File: config.mk
export PLATFORM = sky130hd
export DESIGN_NAME = tt_um_bmsce_project_1
export DESIGN_NICKNAME = d
export VERILOG_FILES = /design/src/rtl/tt_um_bmsce_project_1.sv
export SDC_FILE = /design/constraint.sdc
export NUM_CORES = 1
export LEC_CHECK = 0
export BUFFER_PORTS_ARGS = -buffer_cell sky130_fd_sc_hd__buf_2
export CAP_MARGIN = 20
export CORE_MARGIN = 10
export CORE_UTILIZATION = 35
export CTS_CLUSTER_SIZE = 28
export DETAILED_ROUTE_END_ITERATION = 10
export MAX_ROUTING_LAYER = met4
export PLACE_DENSITY = 0.76
export SKIP_LAST_GASP = 1
export SYNTH_ARGS = -nofsm -noshare
export SYNTH_HDL_FRONTEND = slang
export SYNTH_SLANG_ARGS = --single-unit
File: constraint.sdc
create_clock -name clk -period 1.4 [get_ports clk]
set_clock_uncertainty 0.15 [all_clocks]
set_input_delay 0.21 -clock clk [delete_from_list [all_inputs] [get_ports clk]]
set_output_delay 0.21 -clock clk [all_outputs]
set_load 0.1 [all_outputs]
File: src/rtl/tt_um_bmsce_project_1.sv
// -----------------------------------------------------------------------------
// tt_um_bmsce_project_1
//
// This is a 2-bit unsigned magnitude comparator in the Tiny Tapeout user tile
// wrapper. It compares A = ui_in[1:0] with B = ui_in[3:2].
//
// Ports:
//   clk      input   1  system clock
//   rst_n    input   1  asynchronous active-low reset
//   ena      input   1  design selected; registered state updates only when 1
//   ui_in    input   8  [1:0]=A, [3:2]=B, [7:4] ignored
//   uio_in   input   8  ignored
//   uo_out   output  8  [0]=GT, [1]=EQ, [2]=LT (combinational),
//                       [5:3]=registered {LT,EQ,GT}, [6]=CHG, [7]=GT_SEEN
//   uio_out  output  8  constant 0
//   uio_oe   output  8  constant 0 (all bidirectional pins are inputs)
//
// Optional feature:
//   COMPARE_REG_OUT_EN - when defined, uo_out[2:0] come from the registered
//   flags (the same flops as uo_out[5:3]) instead of the combinational core.
// -----------------------------------------------------------------------------
module tt_um_bmsce_project_1 (
    input  logic       clk,
    input  logic       rst_n,
    input  logic       ena,
    input  logic [7:0] ui_in,
    input  logic [7:0] uio_in,
    output logic [7:0] uo_out,
    output logic [7:0] uio_out,
    output logic [7:0] uio_oe
);

    logic [1:0] op_a;
    logic [1:0] op_b;
    logic [2:0] cmp_flags;
    logic [2:0] flags_q;
    logic       chg_q;
    logic       gt_seen_q;
    logic [2:0] low_flags;

    // The wrapper pins we do not use are folded into a signal the lint tool
    // recognises as deliberately unused.
    logic unused_inputs;
    assign unused_inputs = &{1'b0, ui_in[7:4], uio_in};

    assign op_a = ui_in[1:0];
    assign op_b = ui_in[3:2];

    // Flag order is {LT, EQ, GT}, so bit 0 is GT and bit 2 is LT.
    // Exactly one of the three is set for any operand pair.
    assign cmp_flags = {(op_a < op_b), (op_a == op_b), (op_a > op_b)};

    // Registered history. The held flags are all zero only while in reset.
    // That makes the first enabled edge after reset report a change.
    // CHG is a one-cycle pulse. It is cleared on any edge where ena is low.
    always_ff @(posedge clk or negedge rst_n) begin
        if (!rst_n) begin
            flags_q   <= 3'b000;
            chg_q     <= 1'b0;
            gt_seen_q <= 1'b0;
        end else if (ena) begin
            flags_q <= cmp_flags;
            chg_q   <= (cmp_flags != flags_q);
            if (cmp_flags[0]) begin
                gt_seen_q <= 1'b1;
            end
        end else begin
            chg_q <= 1'b0;
        end
    end

`ifdef COMPARE_REG_OUT_EN
    assign low_flags = flags_q;
`else
    assign low_flags = cmp_flags;
`endif

    assign uo_out  = {gt_seen_q, chg_q, flags_q, low_flags};
    assign uio_out = 8'h00;
    assign uio_oe  = 8'h00;

endmodule

==> results.cfg <==
[status]
status = finished, violations left
violations = setup timing

[place]
portBuffers = 14
gp_congestion = 0.765
dp_hpwl_um = 1020

[clocking]
cts.sink_count = 5
clk_transition_reported_paths_ns = 0.04
cts_buffer_depth = 2
cts_made_buffers = 3
root_buffer = clkbuf_4
clkLatencyLatePin_ns = 0.24
htreeDepth = 1
cts_tree = done

[routing]
first_pass_iters = 2
via_count = 389
drt_iter0_markers = 1
drc_errors = 0
vias_per_cell = 4.32
ant_nets = 0
wl_um = 1210
avgRoutedWirePerCell_um = 13.4

[setup_path]
crit_type = primary input to primary output
worstPathRequired_ns = 1.04
critPathMaxFanout = 3
crit_path_end_kind = primary output
reg2reg_depth = 3
r2r_slack_ns = -0.03
crit_end = uo_out[0]
cp-start-kind = primary input
r2r-start = flags_q[1]
arrival_ns = 1.15
startpoint = ui_in[3]
timing.rr.end = chg_q

[timing]
rsz0062_at_grt = yes
setup_ws_ns = -0.105
final-max-slew-violation-count = 0
fmax_mhz = 664
setup_viol = 4
period_minus_slack_ns = 1.51
min_period_over_period_pct = 108
hold_viol = 0

[floorplan]
initial_core_util_pct = 36.2
core_area_sq_um = 1280
pin_count = 43
die_x_um = 56.5
dieHeight_um = 56.5
rows = 13
die_area_sq_um = 3190

[global_route]
grt_max_degree = 6
track_usage_pct = 7.61
first_global_vias = 434
met3_usage_pct = 6.97
antenna_found_initial = 0
grt_pass1_wl_um = 1970
grtUsageMet1_pct = 6.42
grt_util_met2_pct = 12.1
gr-total-overflow = 0
grt-busiest-layer = met2

[yosys]
synth_cell_types = 17
seq_area_frac_synth_pct = 26.9
synth_warnings = 0
syn_inst = 50
ys_seq_elements = 5
synth.avg_cell_area_sq_um = 9.31
syn_area_sq_um = 465

[power]
power_mw = 1.07
peakVddDrop_mv = 0.971
leakage_nw = 0.367
p_per_area_nw_per_um2 = 1340

[layout]
area_delta_synth_final_pct = 71.0
nets = 97
antenna_cells = 0
utilization_pct = 61.9
drive_gt1_share_pct = 58.7

[job]
maxCapViolCount = 0

[worst_hold_path]
hp-class = primary input to register
power by group:
part / switching (mW) / internal (mW)
registers: 0.0180 / 0.170
logic: 0.498 / 0.220
clock network: 0.0547 / 0.107
cells in the final DEF, fill, tap and decap left out, drive strengths merged:
cell type | synthesis | routed
dlygate4sd3 | 0 | 1
nor2 | 2 | 2
inv | 5 | 5
a211o | 1 | 1
conb | 1 | 16
nand2b | 4 | 4
nand4b | 1 | 1
a2111oi | 3 | 3
and2b | 1 | 1
o21ai | 1 | 1
mux2 | 2 | 2
buf | 18 | 23
clkbuf | 0 | 4
ha | 2 | 2
and2 | 1 | 1
a21oi | 1 | 1
dfrtp | 5 | 5
a21o | 1 | 1
nand3 | 1 | 1
through the flow:
stage                     instance area, sq um  setup WS (ns)  setup TNS (ns)  instances  hold WS [ns]
final                                      796         -0.105          -0.231         90        0.0623
after global routing                       796         -0.135          -0.418         90        0.0583
after CTS                                  768         -0.109          -0.273         90        0.0891
after detailed placement                   692         -0.190          -0.736         81        -0.123
after global placement                     692         -0.173          -0.633         81        -0.125
after floorplan                            581         -0.455           -1.06         65        -0.236
sequential cells by signal (all words and copies together), names as in the netlist:
name and flops:
flags_q 3, gt_seen_q 1, chg_q 1
cells by family after synthesis:
kind of cell	after synthesis	synth area share, %
compound gates	7	15.6
fa+ha+maj	2	5.38
buf+inv	23	33.1
flops	5	26.9
mux	2	4.84
other cells	1	0.806
simple gates	10	13.4
what timing repair did:
item / in CTS / in global routing
pin swaps: 3 / 0
endpoints found under the hold margin: 5 / 0
resized for setup: 2 / 7
endpoints found under the setup margin: 5 / 9
setup buffers: 4 / 0
hold buffers: 1 / 0
worst max-delay path: stages:
cell,delay (ns)
buf_6,0.09
inv_4,0.05
ha_4,0.20
buf_4,0.13
and2_4,0.16
nor2_4,0.12
buf_12,0.18
worst min-delay path by stage:
stage               start         end  slack [ns]  cells past startpoint
floorplan           rst_n       chg_q       -0.24                      0
global placement    rst_n  flags_q[1]       -0.12                      1
detailed placement  rst_n  flags_q[1]       -0.12                      1
CTS                   ena  flags_q[0]        0.09                      2
global route          ena  flags_q[0]        0.06                      2
finish                ena  flags_q[0]        0.06                      2
synth_stat cells (all sizes together):
master,instances,area share [%]
inv,5,4.0
conb,1,0.81
nand2b,4,5.4
buf,18,29
and2,1,1.6
a21oi,1,1.1
ha,2,5.4
nand3,1,1.1
o21ai,1,1.1
mux2,2,4.8
nor2,2,1.6
a21o,1,1.9
nand4b,1,1.9
dfrtp,5,27
a2111oi,3,9.7
a211o,1,1.9
and2b,1,1.9
cell type report:
type	count	area, sq um
repair buffers	24	289
multi-input cells	37	304
well taps	15	18.8
fillers	99	489
inverters	5	21.3
flip-flops and latches	5	136
clock buffers	4	26.3
routing by layer:
metal | vias up | routed length (um)
met1 | 181 | 424
met5 | - | 0
met4 | 0 | 6
met3 | 2 | 192
met2 | 24 | 585
li1 | 182 | -
No activity file was read; power rests on OpenSTA's default activity.
